$ cat src/rtl/rf_writeback_ctrl_if.sv
// rf_writeback_ctrl_if: result channels from ALU/load and the register file write port
interface rf_writeback_ctrl_if #(parameter int DW = 8, parameter int AW = 3);
  logic          alu_valid, alu_ready;
  logic [AW-1:0] alu_rd;
  logic [DW-1:0] alu_data;
  logic          ld_valid, ld_ready;
  logic [AW-1:0] ld_rd;
  logic [DW-1:0] ld_data;
  logic          rf_write;
  logic [AW-1:0] rf_da;
  logic [DW-1:0] rf_din;
  modport master (output alu_valid, alu_rd, alu_data, ld_valid, ld_rd, ld_data,
                  input alu_ready, ld_ready, rf_write, rf_da, rf_din);
  modport slave  (input alu_valid, alu_rd, alu_data, ld_valid, ld_rd, ld_data,
                  output alu_ready, ld_ready, rf_write, rf_da, rf_din);
endinterface

$ cat src/rtl/rf_writeback_ctrl.sv
// rf_writeback_ctrl: in-order writeback FIFO with busy scoreboard driving the register file write port
module rf_writeback_ctrl #(
  parameter int DW    = 8,
  parameter int AW    = 3,
  parameter int DEPTH = 4
) (
  input  logic                         clk,
  input  logic                         rst_n,
  rf_writeback_ctrl_if.slave           bus,
  input  logic                         wb_hold,
  input  logic                         issue_val,
  input  logic [AW-1:0]                issue_rd,
  input  logic [AW-1:0]                rs1_addr,
  input  logic [AW-1:0]                rs2_addr,
  output logic                         rs1_busy,
  output logic                         rs2_busy,
  output logic [$clog2(DEPTH+1)-1:0]   wb_count
);
  localparam int PW = $clog2(DEPTH);
  localparam int CW = $clog2(DEPTH+1);
  localparam int NR = 2**AW;
  logic [AW+DW-1:0] mem [DEPTH];
  logic [PW-1:0]    wp, rp;
  logic [NR-1:0]    busy, set_m, clr_m;
  logic             full, take_ld, take_alu, push, pop;
  logic [AW-1:0]    push_rd;
  logic [DW-1:0]    push_data;
  always_comb begin
    full      = wb_count == CW'(DEPTH);
    take_ld   = bus.ld_valid & ~full;
    take_alu  = bus.alu_valid & ~full & ~bus.ld_valid;
    push_rd   = take_ld ? bus.ld_rd : bus.alu_rd;
    push_data = take_ld ? bus.ld_data : bus.alu_data;
    push      = (take_ld | take_alu) & (push_rd != '0);
    pop       = (wb_count != '0) & ~wb_hold;
    set_m     = issue_val ? NR'(1) << issue_rd : '0;
    clr_m     = bus.rf_write ? NR'(1) << bus.rf_da : '0;
  end
  assign bus.ld_ready  = ~full;
  assign bus.alu_ready = ~full & ~bus.ld_valid;
  assign rs1_busy      = busy[rs1_addr];
  assign rs2_busy      = busy[rs2_addr];
  always_ff @(posedge clk)
    if (push) mem[wp] <= {push_rd, push_data};
  // set is OR-ed after the clear so a re-issue in the retiring cycle keeps the register busy
  always_ff @(posedge clk or negedge rst_n)
    if (!rst_n) begin
      wp           <= '0;
      rp           <= '0;
      wb_count     <= '0;
      busy         <= '0;
      bus.rf_write <= 1'b0;
      bus.rf_da    <= '0;
      bus.rf_din   <= '0;
    end else begin
      wp           <= wp + PW'(push);
      rp           <= rp + PW'(pop);
      wb_count     <= wb_count + CW'(push) - CW'(pop);
      busy         <= ((busy & ~clr_m) | set_m) & ~NR'(1);
      bus.rf_write <= pop;
      if (pop) {bus.rf_da, bus.rf_din} <= mem[rp];
    end
endmodule

$ cat src/flat_wrapper.sv
// flat-port wrapper written by rule: the top's interface ports become plain ports
module rf_writeback_ctrl_flat 
#(
  parameter int DW    = 8,
  parameter int AW    = 3,
  parameter int DEPTH = 4
)
  (clk, rst_n, wb_hold, issue_val, issue_rd, rs1_addr, rs2_addr, rs1_busy, rs2_busy, wb_count, bus_alu_valid, bus_alu_rd, bus_alu_data, bus_ld_valid, bus_ld_rd, bus_ld_data, bus_alu_ready, bus_ld_ready, bus_rf_write, bus_rf_da, bus_rf_din);
  rf_writeback_ctrl_if #(.DW(DW), .AW(AW)) bus_i ();
  input  logic clk;
  input  logic rst_n;
  input  logic wb_hold;
  input  logic issue_val;
  input  logic [AW-1:0] issue_rd;
  input  logic [AW-1:0] rs1_addr;
  input  logic [AW-1:0] rs2_addr;
  output logic rs1_busy;
  output logic rs2_busy;
  output logic [$clog2(DEPTH+1)-1:0] wb_count;
  input wire logic [$bits(bus_i.alu_valid)-1:0] bus_alu_valid;
  input wire logic [$bits(bus_i.alu_rd)-1:0] bus_alu_rd;
  input wire logic [$bits(bus_i.alu_data)-1:0] bus_alu_data;
  input wire logic [$bits(bus_i.ld_valid)-1:0] bus_ld_valid;
  input wire logic [$bits(bus_i.ld_rd)-1:0] bus_ld_rd;
  input wire logic [$bits(bus_i.ld_data)-1:0] bus_ld_data;
  output wire logic [$bits(bus_i.alu_ready)-1:0] bus_alu_ready;
  output wire logic [$bits(bus_i.ld_ready)-1:0] bus_ld_ready;
  output wire logic [$bits(bus_i.rf_write)-1:0] bus_rf_write;
  output wire logic [$bits(bus_i.rf_da)-1:0] bus_rf_da;
  output wire logic [$bits(bus_i.rf_din)-1:0] bus_rf_din;
  assign bus_i.alu_valid = bus_alu_valid;
  assign bus_i.alu_rd = bus_alu_rd;
  assign bus_i.alu_data = bus_alu_data;
  assign bus_i.ld_valid = bus_ld_valid;
  assign bus_i.ld_rd = bus_ld_rd;
  assign bus_i.ld_data = bus_ld_data;
  assign bus_alu_ready = bus_i.alu_ready;
  assign bus_ld_ready = bus_i.ld_ready;
  assign bus_rf_write = bus_i.rf_write;
  assign bus_rf_da = bus_i.rf_da;
  assign bus_rf_din = bus_i.rf_din;
  rf_writeback_ctrl #(.DW(DW), .AW(AW), .DEPTH(DEPTH)) u_core (.clk(clk), .rst_n(rst_n), .bus(bus_i), .wb_hold(wb_hold), .issue_val(issue_val), .issue_rd(issue_rd), .rs1_addr(rs1_addr), .rs2_addr(rs2_addr), .rs1_busy(rs1_busy), .rs2_busy(rs2_busy), .wb_count(wb_count));
endmodule
$ cat config.mk
export PLATFORM = sky130hd
export DESIGN_NAME = rf_writeback_ctrl_flat
export DESIGN_NICKNAME = d
export VERILOG_FILES = /design/src/rtl/rf_writeback_ctrl_if.sv /design/src/rtl/rf_writeback_ctrl.sv /design/src/flat_wrapper.sv
export SDC_FILE = /design/constraint.sdc
export NUM_CORES = 1
export LEC_CHECK = 0
export BUFFER_PORTS_ARGS = -buffer_cell sky130_fd_sc_hd__buf_2
export CAP_MARGIN = 15
export CORE_MARGIN = 2
export CORE_UTILIZATION = 40
export CTS_CLUSTER_SIZE = 28
export DETAILED_ROUTE_END_ITERATION = 6
export SLEW_MARGIN = 5
export SYNTH_ARGS = -nofsm -noshare
export SYNTH_HDL_FRONTEND = slang
export SYNTH_SLANG_ARGS = --single-unit
$ cat constraint.sdc
create_clock -name clk -period 6.6 [get_ports clk]
set_input_delay 0.33 -clock clk [delete_from_list [all_inputs] [get_ports clk]]
set_output_delay 0.33 -clock clk [all_outputs]
set_load 0.01 [all_outputs]
==> results.ini, run 1 <==
[outcome]
status = complete, but fails checks
violations = negative hold slack

[die]
initial_utilization_pct = 41.2
core_sq_um = 7250
die_y_um = 90.5
die-area_sq_um = 8180
std_cell_rows = 31
io-pin-count = 56
die_w_um = 90.5

[setup_path]
worstPathArrival_ns = 2.89
cpMaxStageDelayCell = a2111oi_4
path_cells = or3b_1, a2111oi_4, nor3_1, ha_1, fa_1, xor2_1, xnor2_1
endpoint_kind = flip-flop
worstPathRequired_ns = 6.83
max_stage_delay_ns = 0.56
worstSetupStartpointType = flip-flop
crit_fanout = 6
path_class = reg2reg
r2r_cells = 7

[synth]
ys_top_cells_by_area = edfxtp_1, dfrtp_1, mux4_2
ys_async_sr_fraction_pct = 37.1
synth_top_area_cell = edfxtp_1
ys_seq_elements = 70
syn_avg_cell_area_sq_um = 17.1
synth_warnings = 0
yosysTopAreaCellShare_pct = 44.2
synth_common_cells = edfxtp_1, dfrtp_1, mux2_2, o21ai_0, mux4_2
synth_fp_nets = 217
synth_cell_types = 26
yosys.cell_count.top_type = edfxtp_1
synthFlopType = edfxtp_1
synth-seq-area-share_pct = 65.9
synthesis.area_sq_um = 2990
synthCells = 175
synth_edf_count = 44

[global_routing]
grt_max_degree = 27
grt_use_total_pct = 15.1
first_global_vias = 1815
antenna_found_initial = 0
grt_pass1_wl_um = 9310
overflow = 0

[sta]
maxSlewHeadroom_pct = 49.6
timing.hold.ws_ns = -0.0120
period_share_pct = 40.4
finalSetupTns_ns = 0
skew_ns = 0.00858
rsz0062_at_grt = no
hold_viol_final = 18
max_slew.worst_pin.slew_ns = 0.748
setup_viol = 0
slew_violations = 0
period_needed_ns = 2.66
max_freq_mhz = 375

[clock_tree]
cts_hold_buf = 0
cts_tree = done
clock_sinks = 70
cts_max_level = 3
cts-resized-gates = 0
clk_path_buf_depth = 2
cts_root_buffer = clkbuf_8
clk_pin_slew_ns = 0.08
postCtsSetupBuffers = 0
clk-insertion-delay-late_ns = 0.34
numCtsBuffers = 9

[detailed_routing]
wl_per_cell_um = 16.2
ant_nets = 0
via_per_inst = 5.01
dr.pass1.iters = 4
drt-initial-drc-count = 139
remaining_drc_errors = 0
vias = 1730
wl_um = 5580

[min_path]
hold_path.class = in2async

[placed_design]
post-dp-hpwl_um = 3840
gp_congestion = 0.806
io_buffers = 55

[power_and_ir_drop]
ir_drop_v = 0.000162
leakage_uw = 0.00140
power.density_nw_per_um2 = 443

[finish]
fill_cells = 623
final_net_count = 283
drive_above_1_share_pct = 47.6
antenna_cells = 0
syn2layout_area_growth_pct = 20.8

[flow_run]
drv_cap = 0

## layout by cell type, fill, tap and decap left out, types with 2 or more instances in the layout
cell type	Yosys	routed
xor2_1	3	3
nor3_1	3	3
clkbuf_8	0	10
nand2b_1	8	8
nor2_1	2	2
edfxtp_1	44	44
dfrtp_1	26	26
ha_1	4	4
nand2_1	10	10
o31ai_1	2	2
mux2_2	24	24
inv_1	4	4
o21ai_0	15	15
buf_2	2	55
buf_4	1	5
nor4_2	0	3
mux2i_1	2	2
mux4_2	13	13
## registers in the layout, indices dropped and copies added (netlist names)
name / count
u_core.mem: 44
u_core.bus.rf_din: 8
u_core.busy: 7
u_core.bus.rf_da: 3
u_core.wb_count: 3
u_core.rp: 2
u_core.wp: 2
u_core.bus.rf_write: 1
## report_power, final
| part | switching (uW) | internal, uW | total [uW] |
|---|---|---|---|
| registers | 113 | 646 | 759 |
| clock network | 160 | 186 | 346 |
| logic | 228 | 266 | 494 |
## layer usage
layer | GRT usage (%) | wire length (um) | up-vias
met5 | 0 | 0 | -
met4 | 8.72 | 132 | 0
met3 | 3.51 | 285 | 9
met2 | 24.0 | 2790 | 54
met1 | 18.9 | 2370 | 865
li1 | - | - | 802
## final timing paths
path                                       from                   end  slack, ns
setup / recovery             u_core.wb_count[1]    u_core.wb_count[2]       3.94
hold / removal                            rst_n  u_core.bus.rf_din[3]      -0.01
setup reg to reg             u_core.wb_count[1]    u_core.wb_count[2]       3.94
hold reg to reg            u_core.bus.rf_din[2]  u_core.bus.rf_din[2]       0.50
max in group asynchronous                 rst_n        u_core.busy[7]       6.20
min in group clk                    issue_rd[0]        u_core.busy[4]       0.21
## through the flow
stage | utilization, % | instances | worst slack, ns | cell area, sq um | total power (uW)
after floorplan | - | 175 | 3.81 | 2990 | 1090
after global placement | 47.1 | 329 | 3.99 | 3410 | 1260
after detailed placement | 47.1 | 329 | 3.97 | 3410 | 1280
after CTS | 49.8 | 345 | 3.94 | 3610 | 1620
after global routing | 49.8 | 345 | 3.81 | 3610 | 1710
final | 49.8 | 345 | 3.94 | 3610 | 1600
## cells by family after synthesis
group                    count (synthesis)  share of synthesized area (%)
buffers and inverters                    9                           1.59
flip-flops                              70                           65.9
adder cells (fa/ha/maj)                  5                           2.34
multiplexers                            39                           19.5
AND/OR/NAND/NOR                         30                           5.52
XOR/XNOR                                 4                           1.17
AO/OA/AOI/OAI                           18                           3.93
## layout make-up
class	instances	area [sq um]	share of cell area, %
Clock inverter	5	57.6	1.59
Tap cell	99	124	3.43
Timing Repair Buffer	60	313	8.66
Multi-Input combinational cell	96	990	27.4
Inverter	4	15.0	0.416
Sequential cell	70	1970	54.6
Clock buffer	11	141	3.91
## worst max-delay path, delay by kind of cell (launching register included)
| kind | cells | cell delay, ns |
|---|---|---|
| xor+xnor | 2 | 0.29 |
| simple gates | 2 | 0.65 |
| fa+ha+maj | 2 | 0.63 |
| flops | 1 | 0.42 |
| compound gates | 1 | 0.56 |
Note: power is estimated with default switching activity, not from simulation.
==> inputs of run 2 (changes only) <==
==> constraint.sdc (replaced) <==
create_clock -name clk -period 2.6 [get_ports clk]
set_input_delay 0.13 -clock clk [delete_from_list [all_inputs] [get_ports clk]]
set_output_delay 0.13 -clock clk [all_outputs]
set_load 0.01 [all_outputs]
==> run 2 against run 1 <==
  * The run now ends clean
  * Worst hold slack gained 0.037 ns
  * Total power grew to 2.6 times the previous value
  * Die area is the same
  * Non-clock buffer count grew 8
  * Largest cell class unchanged
  * Cell count grew 2.3%
  * Fmax grew 10%
  * Critical endpoint unchanged
  * Core utilization grew 1.2 points
  * Combinational power grew to 2.8 times the previous value
  * Design area grew 2.4%
  * Sequential power grew 150%
  * Routed wire length grew 2.9%
==> results.ini, run 2 (same netlist as run 1, synthesis figures left out) <==
[finish]
largest_reg_flops = 44  ; unchanged
final_net_count = 291  ; +2.8%
top_register = u_core.mem
utilization_pct = 51.0  ; +1.2 points
final_common_cell = buf_2
drive_above_1_share_pct = 48.8  ; +1.3 points
top_regs = u_core.mem x44, u_core.bus.rf_din x8, u_core.busy x7
final_cell_mix = buf_2, edfxtp_1, dfrtp_1
antenna_cells = 0  ; unchanged
syn2layout_area_growth_pct = 23.7
fin_cells = 353  ; +2.3%

[detailed_routing]
dr.pass1.iters = 6  ; +2
wl_um = 5730  ; +2.9%
vias = 1740  ; +0.58%
ant_nets = 0  ; unchanged
wl_per_cell_um = 16.2  ; +0.52%
drt-initial-drc-count = 72  ; -48%
via_per_inst = 4.93  ; -1.7%
remaining_drc_errors = 0  ; unchanged

[power_and_ir_drop]
power_frac_seq_pct = 44.4  ; -3.1 points
internal_power_uw = 2930  ; +170%
leakage_uw = 0.00145  ; +3.5%
power.density_nw_per_um2 = 1140  ; +160%
ir_drop_v = 0.000467  ; +190%
swShare_pct = 30.4  ; -0.95 points
pwr-share-comb_pct = 32.5  ; +1.6 points
clkPwrFrac_pct = 23.1  ; +1.5 points
p_total_uw = 4210  ; +160%
netSwitchingPower_uw = 1280  ; +160%

[min_path]
worstHoldStart = issue_rd[0]
hold_path.class = in2reg
hold_path_end = u_core.busy[4]
holdPathStages = 2

[placed_design]
io_buffers = 55  ; unchanged
post-dp-hpwl_um = 4030  ; +4.9%
placedCellCount = 336  ; +2.1%
gp_congestion = 0.852  ; +5.8%

[sta]
finalSetupTns_ns = 0  ; unchanged
period_needed_ns = 2.42  ; -0.247 ns
maxSlewHeadroom_pct = 58.4  ; +8.8 points
period_share_pct = 93.0  ; +53 points
skew_ns = 0.00810  ; -0.000489 ns
rsz0062_at_grt = no
slew_violations = 0  ; unchanged
hold_viol_final = 0  ; -18
timing.hold.ws_ns = 0.0251  ; +0.0371 ns
max_freq_mhz = 414  ; +10%
setup_viol = 0  ; unchanged
max_slew.worst_pin.slew_ns = 0.625  ; -0.124 ns

[clock_tree]
cts_max_level = 3  ; unchanged
numCtsBuffers = 9  ; unchanged
clk-insertion-delay-late_ns = 0.34  ; about the same
postCtsSetupBuffers = 0  ; unchanged
clock_sinks = 70  ; unchanged
cts_tree = done
clk_path_buf_depth = 2  ; unchanged
cts_root_buffer = clkbuf_8
clk_pin_slew_ns = 0.07  ; about the same

[global_routing]
overflow = 0  ; unchanged
first_global_vias = 1900  ; +4.7%
grt_pass1_wl_um = 9410  ; +1.1%
grt_max_degree = 27  ; unchanged
antenna_found_initial = 0  ; unchanged
grt_use_total_pct = 15.1  ; +0.049 points

[setup_path]
reg2reg_slack_ns = 0.18  ; -3.75 ns
path_cells = or3b_1, a2111oi_4, nor3_1, ha_1, fa_1, xor2_1, xnor2_1
reg2reg_from = u_core.wb_count[2]
worstPathRequired_ns = 2.82  ; -4.01 ns
path_class = reg2reg
r2r_cells = 7  ; unchanged
worstPathArrival_ns = 2.63  ; -0.26 ns
reg2reg_to = u_core.wb_count[2]
worstSetupStartpointType = flip-flop
max_stage_delay_ns = 0.47  ; -0.09 ns
crit_fanout = 6  ; unchanged
cpMaxStageDelayCell = or3b_1
endpoint_kind = flip-flop

[die]
die-area_sq_um = 8180  ; unchanged
io-pin-count = 56  ; unchanged
die_w_um = 90.5  ; unchanged
die_y_um = 90.5  ; unchanged
core_sq_um = 7250  ; unchanged
initial_utilization_pct = 41.2  ; unchanged
std_cell_rows = 31  ; unchanged

[flow_run]
drv_cap = 0  ; unchanged

[outcome]
status = finished clean

run 2: power groups by stage:
stage               registers (uW)  logic (uW)  clock network, uW
finish                        1870        1370                972
global route                  1920        1520               1050
CTS                           1880        1400                999
detailed placement            1900        1400                  0
global placement              1880        1380                  0
floorplan                     1880         886                  0
run 2: final cells by class:
cell class	count	area [sq um]
multi-input combinational	96	990
timing repair buffer	68	375
tap	99	124
sequential	70	1970
fill	639	3550
clock buffer	11	141
clock inverter	5	81.3
inverter	4	15.0
run 2: routing by layer:
layer,track usage (%),share of wire (%)
met2,24.6,49
met5,0,0
met3,4.51,5.5
met4,5.38,0.99
met1,19.3,44
run 2: critical path, delay by kind of cell, from the launching register on:
| kind | cells | cell delay [ns] |
|---|---|---|
| AO/OA/AOI/OAI | 1 | 0.41 |
| adder cells (fa/ha/maj) | 2 | 0.59 |
| AND/OR/NAND/NOR | 2 | 0.61 |
| XOR/XNOR | 2 | 0.28 |
| flip-flops | 1 | 0.41 |
run 2: repair_timing:
action                    4_1_cts  5_1_grt
hold endpoints to repair       26        0
hold buffers                    1        0
gates resized for setup         0        0
run 2: worst max-delay path by stage:
stage / startpoint / end / slack, ns / depth (start not counted)
final: u_core.wb_count[2] / u_core.wb_count[2] / 0.18 / 7
after global placement: u_core.wb_count[2] / u_core.wb_count[2] / 0.27 / 7
after detailed placement: u_core.wb_count[2] / u_core.wb_count[2] / 0.22 / 7
after global routing: u_core.wb_count[2] / u_core.wb_count[2] / 0.08 / 7
after CTS: u_core.wb_count[2] / u_core.wb_count[2] / 0.19 / 7
after floorplan: u_core.wb_count[1] / u_core.mem[1][0] / -0.19 / 4
run 2: stage by stage:
stage / worst slack [ns] / cell area (sq um)
CTS: 0.190 / 3700
finish: 0.183 / 3700
detailed placement: 0.217 / 3470
global placement: 0.274 / 3470
floorplan: -0.189 / 2990
global route: 0.0827 / 3700
==> inputs of run 3 (changes only) <==
--- a/config.mk
+++ b/config.mk
@@ -11,7 +11,9 @@
 export CORE_UTILIZATION = 40
 export CTS_CLUSTER_SIZE = 28
 export DETAILED_ROUTE_END_ITERATION = 6
+export PLACE_DENSITY = 0.68
 export SLEW_MARGIN = 5
 export SYNTH_ARGS = -nofsm -noshare
 export SYNTH_HDL_FRONTEND = slang
 export SYNTH_SLANG_ARGS = --single-unit
+export TNS_END_PERCENT = 10
==> constraint.sdc (replaced) <==
create_clock -name clk -period 2.6 [get_ports clk]
set_input_delay 0.26 -clock clk [delete_from_list [all_inputs] [get_ports clk]]
set_output_delay 0.26 -clock clk [all_outputs]
set_load 0.01 [all_outputs]
==> run 3 against run 2 <==
  * Via count decreased by 0.40%
  * Global-route usage decreased by 0.62 points
  * Fmax increased by 0.45%
  * Worst setup slack improved by 0.011 ns
  * First-iteration DRC count decreased by 4.2%
  * Non-clock buffer count decreased by 3
  * Combinational power about the same
  * Core utilization decreased by 0.28 points
  * Sequential share of layout area increased by 0.29 points
  * Worst hold slack improved by 0.14 ns
  * Critical path type unchanged
  * Largest cell class unchanged
==> results.ini, run 3 (same netlist as run 1, synthesis figures left out) <==
[outcome]
status = finished clean

[detailed_routing]
vias = 1733  ; -0.40%
wl_per_cell_um = 15.5  ; -4.3%
drt-initial-drc-count = 69  ; -4.2%
dr.pass1.iters = 4  ; -2
wl_um = 5440  ; -5.1%
ant_nets = 0  ; unchanged
remaining_drc_errors = 0  ; unchanged
via_per_inst = 4.95  ; +0.45%

[flow_run]
drv_cap = 0  ; unchanged

[power_and_ir_drop]
leakage_uw = 0.00143  ; -1.1%
power.density_nw_per_um2 = 1130  ; -0.50%
ir_drop_v = 0.000455  ; -2.5%
p_total_uw = 4170  ; -1.0%

[placed_design]
io_buffers = 55  ; unchanged
placedCellCount = 333  ; -0.89%
gp_congestion = 0.866  ; +1.6%
post-dp-hpwl_um = 3840  ; -4.8%
place_ws_ns = 0.122  ; -0.0954 ns

[min_path]
hold_path.class = in2reg

[finish]
antenna_cells = 0  ; unchanged
fin_cells = 350  ; -0.85%
syn2layout_area_growth_pct = 23.0
top_register = u_core.mem
utilization_pct = 50.7  ; -0.28 points
largest_reg_flops = 44  ; unchanged
final_common_cell = buf_2
final_cell_mix = buf_2, edfxtp_1, dfrtp_1
drive_above_1_share_pct = 49.0  ; +0.19 points
final_net_count = 288  ; -1.0%
top_regs = u_core.mem x44, u_core.bus.rf_din x8, u_core.busy x7
fill_cells = 620  ; -3.0%

[sta]
maxSlewHeadroom_pct = 57.5  ; -0.90 points
rsz0062_at_grt = no
setup_viol = 0  ; unchanged
period_share_pct = 92.5  ; -0.41 points
max_freq_mhz = 416  ; +0.45%
max_slew.worst_pin.slew_ns = 0.638  ; +0.0136 ns
slew_violations = 0  ; unchanged
period_needed_ns = 2.41  ; -0.0107 ns
worst_slack_ns = 0.194  ; +0.0107 ns
hold_viol_final = 0  ; unchanged
skew_ns = 0.00703  ; -0.00106 ns

[global_routing]
grt_max_degree = 27  ; unchanged
antenna_found_initial = 0  ; unchanged
first_global_vias = 1856  ; -2.3%
grt_use_total_pct = 14.5  ; -0.62 points
overflow = 0  ; unchanged
grt_pass1_wl_um = 9150  ; -2.8%

[clock_tree]
cts_tree = done
cts_root_buffer = clkbuf_8
postCtsSetupBuffers = 0  ; unchanged
clk-insertion-delay-late_ns = 0.34  ; about the same
cts_max_level = 3  ; unchanged
clock_sinks = 70  ; unchanged
clk_pin_slew_ns = 0.07  ; about the same
numCtsBuffers = 9  ; unchanged
clk_path_buf_depth = 2  ; unchanged

[setup_path]
path_cells = or3b_4, a2111oi_4, nor3_1, ha_1, fa_1, xor2_1, xnor2_1
worstSetupStartpointType = flip-flop
max_stage_delay_ns = 0.46  ; about the same
crit_fanout = 6  ; unchanged
cpMaxStageDelayCell = or3b_4
path_class = reg2reg
crit_family = simple AND/OR/NAND/NOR gates
path_buf_inv = 0  ; unchanged
worstPathArrival_ns = 2.65  ; +0.02 ns
endpoint_kind = flip-flop
worstPathRequired_ns = 2.84  ; +0.02 ns

[die]
std_cell_rows = 31  ; unchanged
die_w_um = 90.5  ; unchanged
die_y_um = 90.5  ; unchanged
die-area_sq_um = 8180  ; unchanged
io-pin-count = 56  ; unchanged
core_sq_um = 7250  ; unchanged
initial_utilization_pct = 41.2  ; unchanged

## run 3: cell types whose count changed in the layout (fill, tap and decap cells not counted)
| cell | change |
|---|---|
| buf_4 | -3 |
| clkbuf_1 | -1 |
| clkinv_2 | +1 |
| clkinvlp_4 | +1 |
| inv_6 | -1 |
| or3b_1 | -1 |
| or3b_4 | +1 |
## run 3: final cells by class
cell class                      instances  area, sq um  share of cell area (%)
Timing Repair Buffer                   65          353                    9.59
Multi-Input combinational cell         96          992                    27.0
Tap cell                               99          124                    3.37
Clock buffer                           10          138                    3.74
Inverter                                4         15.0                   0.408
Sequential cell                        70         1970                    53.6
Clock inverter                          6         85.1                    2.31
## run 3: timing repair
item,4_1_cts,5_1_grt
hold buffers,1,0
setup endpoints to repair,0,1
endpoints found under the hold margin,26,0
resized for setup,0,1
## run 3: routing by layer
metal  vias up  part of all wire, %  global-route usage, %
li1        815                    -                      -
met1       861                   43                   18.2
met2        49                   51                   24.1
met3         8                  4.9                   4.51
met4         0                  1.0                   4.62
met5         -                    0                      0
## run 3: path summary, 6_finish.rpt
check	from	depth (start not counted)	slack (ns)	to
worst max-delay path	u_core.wb_count[1]	7	0.19	u_core.wb_count[2]
worst min register to register	u_core.bus.rf_din[0]	1	0.51	u_core.bus.rf_din[0]
min in group asynchronous	rst_n	2	0.48	u_core.bus.rf_din[4]
worst min-delay path	issue_rd[1]	2	0.16	u_core.busy[4]
max in group asynchronous	rst_n	2	1.70	u_core.bus.rf_da[2]
worst max register to register	u_core.wb_count[1]	7	0.19	u_core.wb_count[2]
## run 3: per-stage QoR
step / instance area, sq um / hold slack, ns / TNS [ns]
after floorplan: 2990 / -0.0356 / -6.25
after global placement: 3440 / 0.306 / 0
after detailed placement: 3440 / 0.324 / 0
after CTS: 3680 / 0.140 / 0
after global routing: 3680 / 0.145 / 0
final: 3680 / 0.163 / 0
## run 3: worst register-to-register path, delay by kind of cell, from the launching register on
family / cells / cell delay [ns]
DFF: 1 / 0.43
adders and majority gates: 2 / 0.58
AOI/OAI and AO/OA: 1 / 0.38
xor gates and xnor gates: 2 / 0.34
and+or+nand+nor: 2 / 0.60
## run 3: where the power goes
group          internal [uW]  switching [uW]  leakage (uW)
clock network            562             393      0.000108
logic                    700             640      0.000620
registers               1640             230      0.000705
